<file path="src/rtl/pll_ext_feedback_ready_monitor.sv">
// FREF-domain monitor for the external-feedback PLL start-up sequencer. It
// qualifies READY from lock, stability and output enable, and reports faults.
module pll_ext_feedback_ready_monitor #(
  parameter logic [15:0] LOCK_STABLE_CYCLES  = 16'd256,
  parameter logic [15:0] LOCK_TIMEOUT_CYCLES = 16'd50000
) (
  input  logic       FREF,
  input  logic       RESET_N,
  input  logic       POWERDOWN_N,
  input  logic       OUTx_EN,
  input  logic       PLL_LOCK,
  output logic       READY,
  output logic       LOCK_LOST,
  output logic       TIMEOUT,
  output logic       RESTART_REQ,
  output logic [2:0] STATE
);

  typedef enum logic [2:0] {
    S_OFF       = 3'd0,
    S_WAIT_LOCK = 3'd1,
    S_STABLE    = 3'd2,
    S_WAIT_EN   = 3'd3,
    S_READY     = 3'd4,
    S_FAULT     = 3'd5
  } state_t;

  state_t      r_state;
  state_t      w_state_next;
  logic [15:0] r_cnt;
  logic [15:0] w_cnt_next;
  logic        r_pd_q;
  logic        r_en_q;
  logic        r_lock_s1;
  logic        r_lock_s2;
  logic        r_ready;
  logic        r_lock_lost;
  logic        r_timeout;
  logic        r_restart_req;
  logic        w_set_lost;
  logic        w_set_timeout;

  // PLL_LOCK is asynchronous to FREF; the sequencer inputs are already FREF-timed.
  always_ff @(posedge FREF or negedge RESET_N) begin
    if (!RESET_N) begin
      r_pd_q    <= 1'b0;
      r_en_q    <= 1'b0;
      r_lock_s1 <= 1'b0;
      r_lock_s2 <= 1'b0;
    end else begin
      r_pd_q    <= POWERDOWN_N;
      r_en_q    <= OUTx_EN;
      r_lock_s1 <= PLL_LOCK;
      r_lock_s2 <= r_lock_s1;
    end
  end

  always_comb begin
    w_state_next  = r_state;
    w_cnt_next    = r_cnt;
    w_set_lost    = 1'b0;
    w_set_timeout = 1'b0;
    case (r_state)
      S_OFF: begin
        if (r_pd_q) w_state_next = S_WAIT_LOCK;
      end
      S_WAIT_LOCK: begin
        if (!r_pd_q) w_state_next = S_OFF;
        else if (r_lock_s2) w_state_next = S_STABLE;
        else if (r_cnt == LOCK_TIMEOUT_CYCLES - 16'd1) begin
          w_state_next  = S_FAULT;
          w_set_timeout = 1'b1;
        end else w_cnt_next = r_cnt + 16'd1;
      end
      S_STABLE: begin
        if (!r_pd_q) w_state_next = S_OFF;
        else if (!r_lock_s2) w_state_next = S_WAIT_LOCK;
        else if (r_cnt == LOCK_STABLE_CYCLES - 16'd1) w_state_next = S_WAIT_EN;
        else w_cnt_next = r_cnt + 16'd1;
      end
      S_WAIT_EN: begin
        if (!r_pd_q) w_state_next = S_OFF;
        else if (!r_lock_s2) begin
          w_state_next = S_FAULT;
          w_set_lost   = 1'b1;
        end else if (r_en_q) w_state_next = S_READY;
      end
      S_READY: begin
        if (!r_pd_q) w_state_next = S_OFF;
        else if (!r_lock_s2) begin
          w_state_next = S_FAULT;
          w_set_lost   = 1'b1;
        end else if (!r_en_q) w_state_next = S_OFF;
      end
      S_FAULT: begin
        if (!r_pd_q) w_state_next = S_OFF;
      end
      default: w_state_next = S_OFF;
    endcase
    // Any state change restarts the cycle counter.
    if (w_state_next != r_state) w_cnt_next = 16'd0;
  end

  // READY and RESTART_REQ are decoded from the next state so they move on
  // the same edge as STATE.
  always_ff @(posedge FREF or negedge RESET_N) begin
    if (!RESET_N) begin
      r_state       <= S_OFF;
      r_cnt         <= 16'd0;
      r_ready       <= 1'b0;
      r_lock_lost   <= 1'b0;
      r_timeout     <= 1'b0;
      r_restart_req <= 1'b0;
    end else begin
      r_state       <= w_state_next;
      r_cnt         <= w_cnt_next;
      r_ready       <= (w_state_next == S_READY);
      r_lock_lost   <= r_lock_lost | w_set_lost;
      r_timeout     <= r_timeout | w_set_timeout;
      r_restart_req <= (w_state_next == S_FAULT) && (r_state != S_FAULT);
    end
  end

  assign READY       = r_ready;
  assign LOCK_LOST   = r_lock_lost;
  assign TIMEOUT     = r_timeout;
  assign RESTART_REQ = r_restart_req;
  assign STATE       = r_state;

endmodule
</file>
<file path="config.mk">
export PLATFORM = sky130hd
export DESIGN_NAME = pll_ext_feedback_ready_monitor
export DESIGN_NICKNAME = d
export VERILOG_FILES = /design/src/rtl/pll_ext_feedback_ready_monitor.sv
export SDC_FILE = /design/constraint.sdc
export NUM_CORES = 1
export LEC_CHECK = 0
export ABC_AREA = 1
export CORE_AREA = 2 2 60 62
export DETAILED_ROUTE_END_ITERATION = 10
export DIE_AREA = 0 0 62 64
export GPL_TIMING_DRIVEN = 0
export PLACE_DENSITY = 0.76
export SLEW_MARGIN = 20
export SYNTH_ARGS = -nofsm -noshare
export SYNTH_HDL_FRONTEND = slang
export SYNTH_SLANG_ARGS = --single-unit
export TNS_END_PERCENT = 1
</file>
<file path="constraint.sdc">
create_clock -name FREF -period 2.35 [get_ports FREF]
set_input_delay 0.47 -clock FREF [delete_from_list [all_inputs] [get_ports FREF]]
set_output_delay 0.47 -clock FREF [all_outputs]
set_load 0.02 [all_outputs]
</file>
# Yosys cells after proc, flatten, opt, wreduce, memory -nomap -nowiden
# Cells that the tools add are included.
# W data, S select, Z words.
[totals]
register_bits = 27
latchBits = 0
mem_bits_rw = 0
mem_bits_ro = 0
in_bits = 5
out_inout_bits = 7
word_cells = 65
n_memories = 0
[classes]
addsub = 1
multipliers = 0
n_div = 0
magnitude_cmp = 0
n_eq_ne = 17
shifts = 0
muxes = 30
bitwise = 2
n_reduce_logical = 5
[ops]
columns = ["operator", "count"]
rows = [
  ["$mux W16", 7],
  ["$mux W3", 14],
  ["$pmux W16 S2", 1],
  ["$ne A3 B3 Y1 const B", 7],
  ["$pmux W3 S6", 1],
  ["$add A16 B1 Y16 const B", 1],
  ["$eq A16 B16 Y1 const B", 1],
  ["$eq A16 B8 Y1 const B", 1],
  ["$eq A3 B3 Y1 const B", 4],
  ["$mux W1", 7],
  ["$reduce_and A7 Y1", 1],
  ["$eq A3 B2 Y1 const B", 2],
  ["$eq A3 B1 Y1 const B", 1],
  ["$logic_not A3 Y1", 1],
  ["$ne A3 B3 Y1", 1],
  ["$reduce_bool A3 Y1", 1],
  ["$or A1 B1 Y1", 2],
  ["$reduce_or A2 Y1", 1],
  ["$logic_and A1 B1 Y1", 1],
]

# Logic depth before layout (Yosys ltp)
# Gate-level depths: netlist of the first run.
[logic_depth]
word_depth = 8
ltp_mapped = 13
mapped_depth_nobuf = 12

# Least setup slack after synthesis of the first run
# No wires, ideal clock.
[synth_path]
path_type = "register to register"
startpoint = "reg r_cnt[0]"
endpoint = "reg r_cnt[3]"
setup_ns = 0.122
t_arrival_ns = 1.594
required_time_ns = 2.228
setup_slack_ns = 0.634
stages_incl_launch_ff = 14
n_path_buf = 1
synth_period_minus_slack_ns = 1.716
path_cell_list = "dfrtp_1 ha_1 inv_1 nor2_4 nand2_1 nor2_1 nand2_1 nand2_1 nand2_1 nand2_2 nand2_1 nand3_4 buf_6 nor3_2"
[synth_between]
elab_chain_cells = 8
elab_cells_between_ends = 27
cone_classes = "add/sub: 1; eq/ne: 9; mux: 15; reduce/logical: 2"
[synth_lines]
columns = ["element", "line_no", "source"]
rows = [
  ["start, declared", "30", "logic [15:0] r_cnt;"],
  ["start signal, assigned", "116", "r_cnt <= w_cnt_next;"],
  ["$eq A16 B8 Y1 / $eq A16 B16 Y1 (equally long branches)", "78, 70", ""],
  ["$mux W3, on equally long branches", "78, 70", ""],
  ["$mux W3, on equally long branches", "77, 69", ""],
  ["$mux W3, on equally long branches", "76, 68", ""],
  ["$pmux W3 S6 (*)", "63", "case (r_state)"],
  ["net w_state_next[0]", "29", "state_t w_state_next;"],
  ["$ne A3 B3 Y1 (*)", "101", "if (w_state_next != r_state) w_cnt_next = 16'd0;"],
  ["$ne A3 B3 Y1 (no source line) / $reduce_bool A3 Y1 (equally long branches)", "-", ""],
  ["$reduce_and A7 Y1 (no source line)", "-", ""],
]
# Mark *: on every way through the listed nets, which the timed path passes. The rest lies on a longest branch. The select of a mux whose other input is x is not followed.
# A chain may end at the register's enable or synchronous reset.

# Worst setup path after layout of the first run
# Ends and elaborated chain as after synthesis.

==> results of run 1 <==
## flip-flops by register name, summed over array words and instances (netlist names)
signal,cells
r_pd_q,1
r_cnt,16
r_lock_s1,1
r_lock_s2,1
TIMEOUT,1
STATE,3
r_en_q,1
LOCK_LOST,1
READY,1
RESTART_REQ,1
## per-layer routing
layer  part of all wire (%)  track usage [%]
met1                     49            33.42
met2                     46            36.98
met3                    4.2            3.441
met4                   0.65            9.840
met5                      0                0
## worst paths after layout
kind                       depth (start not counted)  slack (ns)       from   endpoint
max                                               13        0.29   r_cnt[0]   r_cnt[3]
min                                                1        0.11    RESET_N     r_en_q
max reg2reg                                       13        0.29   r_cnt[0]   r_cnt[3]
min reg2reg                                        0        0.37  r_lock_s1  r_lock_s2
max in group asynchronous                          1        1.84    RESET_N   r_cnt[7]
min in group FREF                                  0        0.37  r_lock_s1  r_lock_s2
## cells in the mapped netlist
cell type | instances | area, um2
nand2_2 | 4 | 25.02
o21ai_0 | 2 | 10.01
inv_2 | 3 | 11.26
nand4_1 | 14 | 87.58
nor3_4 | 1 | 16.27
xor2_1 | 1 | 8.760
ha_1 | 1 | 12.51
nor2_2 | 2 | 12.51
buf_2 | 4 | 20.02
a21oi_1 | 1 | 5.000
nor3_2 | 10 | 100.1
nand3_1 | 35 | 175.2
dfrtp_1 | 27 | 675.7
nand3b_1 | 1 | 7.510
nand3_2 | 1 | 10.01
a21boi_0 | 1 | 7.510
nor2_1 | 29 | 108.9
clkbuf_1 | 1 | 3.750
inv_1 | 32 | 120.1
nor3b_1 | 1 | 7.510
nand3_4 | 1 | 17.52
nor3_1 | 11 | 55.05
o21ai_1 | 1 | 5.000
nand2_1 | 76 | 285.3
buf_4 | 3 | 22.52
o21bai_1 | 1 | 7.510
buf_6 | 2 | 22.52
nor2_4 | 1 | 11.26
## cell type report
type	count	area, um2	share of cell area, %
Clock inverter	1	7.507	0.3672
Sequential cell	27	675.6	33.05
Multi-Input combinational cell	195	975.9	47.74
Inverter	35	131.4	6.426
Buffer	10	68.82	3.366
Tap cell	46	57.56	2.815
Timing Repair Buffer	11	105.1	5.141
Clock buffer	3	22.52	1.102
## power by group
| group | internal [W] | total, W | switching (W) |
|---|---|---|---|
| registers | 0.000489 | 0.000514 | 0.0000247 |
| clock network | 0.0000654 | 0.000216 | 0.000151 |
| logic | 0.000117 | 0.000351 | 0.000234 |
| total | 0.000671 | 0.00108 | 0.000410 |
## cell usage in the layout, fill, tap and decap left out
cell type        Yosys  routed
nand2_1             76      76
nand3_1             35      35
inv_1               32      32
nor2_1              29      29
dfrtp_1             27      27
nand4_1             14      14
nor3_1              11      11
nor3_2              10      10
clkdlybuf4s50_1      0      10
buf_2                4       5
nand2_2              4       4
inv_2                3       3
buf_4                3       3
clkbuf_4             0       3
nor2_2               2       2
o21ai_0              2       2
buf_6                2       2
nand3_2              1       1
nor2_4               1       1
a21oi_1              1       1
a21boi_0             1       1
o21ai_1              1       1
o21bai_1             1       1
nor3b_1              1       1
clkbuf_1             1       1
nand3_4              1       1
nor3_4               1       1
xor2_1               1       1
nand3b_1             1       1
ha_1                 1       1
clkinvlp_4           0       1
## worst max-delay path: cells and delay by family (launching register included)
kind,cells,cell delay [ns]
AND/OR/NAND/NOR,10,0.89
flip-flops,1,0.44
adder cells (fa/ha/maj),1,0.32
buffers and inverters,2,0.31
## per-stage QoR
stage / hold slack [ns] / cell area [um2] / setup slack (ns) / cells
6_report: 0.1100 / 2044 / 0.2863 / 328
4_1_cts: 0.1283 / 2044 / 0.3045 / 328
5_1_grt: 0.1472 / 2044 / 0.1031 / 328
3_3_place_gp: 0.3330 / 2019 / 0.3376 / 324
3_5_place_dp: 0.3365 / 2014 / 0.3351 / 324
2_1_floorplan: 0.1744 / 1852 / 0.6336 / 267
## cells by family (layout without fill, tap and decap cells)
logic type	count (synthesis)	after routing	share of synthesized area (%)
compound gates	6	6	1.892
xor+xnor	1	1	0.4731
fa+ha+maj	1	1	0.6756
buf+inv	45	60	10.81
flops	27	27	36.49
simple gates	187	187	49.66
==> metrics, run 1 <==
outcome=finished clean; Sink Count=27; worst-path maximum fanout=10; Routed WL per cell=12.69 um; DR vias/cell=5.293; ant diodes=0; Detailed Route WL=4163 um; core area=0.003284 mm2; Synth Cell Area=0.001852 mm2; die area=between 0.003 and 0.004 mm2; Synth Instances=267; Setup CP Type=reg2reg; Pleak=just under 1 nW; Hold WC Path Type=in2async; share of cells above drive strength 1=between 10% and 20%; Rel. slew slack=59.10%; clk_lat worst skew=around 0.34 ns; die height=approximately 64 um; CTS tree=built; PD cells=528.8 mW/mm2; worst endpoint required time=2.59 ns; Net Count, Synth=around 270; crit-path cells=ha_1 > inv_1 > nor2_4 > nand2_1 > nor2_1 > nand2_1 > nand2_1 > nand2_1 > nand2_2 > nand2_1 > nand3_4 > buf_6 > nor3_2; Slowest cell on crit path=dfrtp_1; CTS Buf Count=3; Synth Area per Inst=6.935 um2; FMAX=484.6 MHz; final critical-path required period=2.064 ns; row cnt=21; Critical Path AT=2.31 ns; CTS root buffer=clkbuf_4; hold bufs inserted after CTS=0; nets=between 200 and 300; Final Hold Viols=0; antenna violations before repair=0; final core occ=62.25%; post-CTS sizing=0; register area share after synthesis=36.49%; unrepaired setup endpoints after global routing=false; Total GRT Usage=24.12%; Setup crit end kind=flop; Most common cell on crit path=nand2_1; num ports=12; fin. max-slew vios=0; Worst-path clk slew=0.15 ns; clk_skew=0.005469 ns; register bit total from synthesis=27; Placer Congestion=slightly above 0.9; 1st-pass router iterations=4; Tot Pwr=0.001081 W; Via Count=approximately 1700; P&R area growth vs syn=10.41%; First DRT Iteration DRCs=117; number of routed nets with antenna violations=0; Cell variety after synth=28; pin count of the biggest net entering global routing=28; YS warnings=0; CTS max path bufs=2; Peak supply drop=335.3 uV; drt drc=0; post-DP HPWL=3085 um; Initial Utilization=56.38%; total negative slack=0 ns; Worst Max-Slew Pin Slew=0.6135 ns; final setup violation count=0; postcts setup bufs=0; PortBufs=11; CP max stage delay=between 0.4 and 0.5 ns; CP startpoint kind=flop; gr ovfl total=0; reported max-cap violation count=0; FILL cells=317; die width=62 um; vias in the first global route=1713; first-pass GRT wire length=7327 um; H-tree Lvls=1; Period Utilization, post-route=around 88%
Note: power is estimated with default switching activity, not from simulation.
==> run 2: changes to the inputs <==
CTS_CLUSTER_DIAMETER = 40   (was default)
SKIP_LAST_GASP = 1   (was default)
==> results of run 2 <==
Final layout, timing and power as in run 1 (identical DEF).
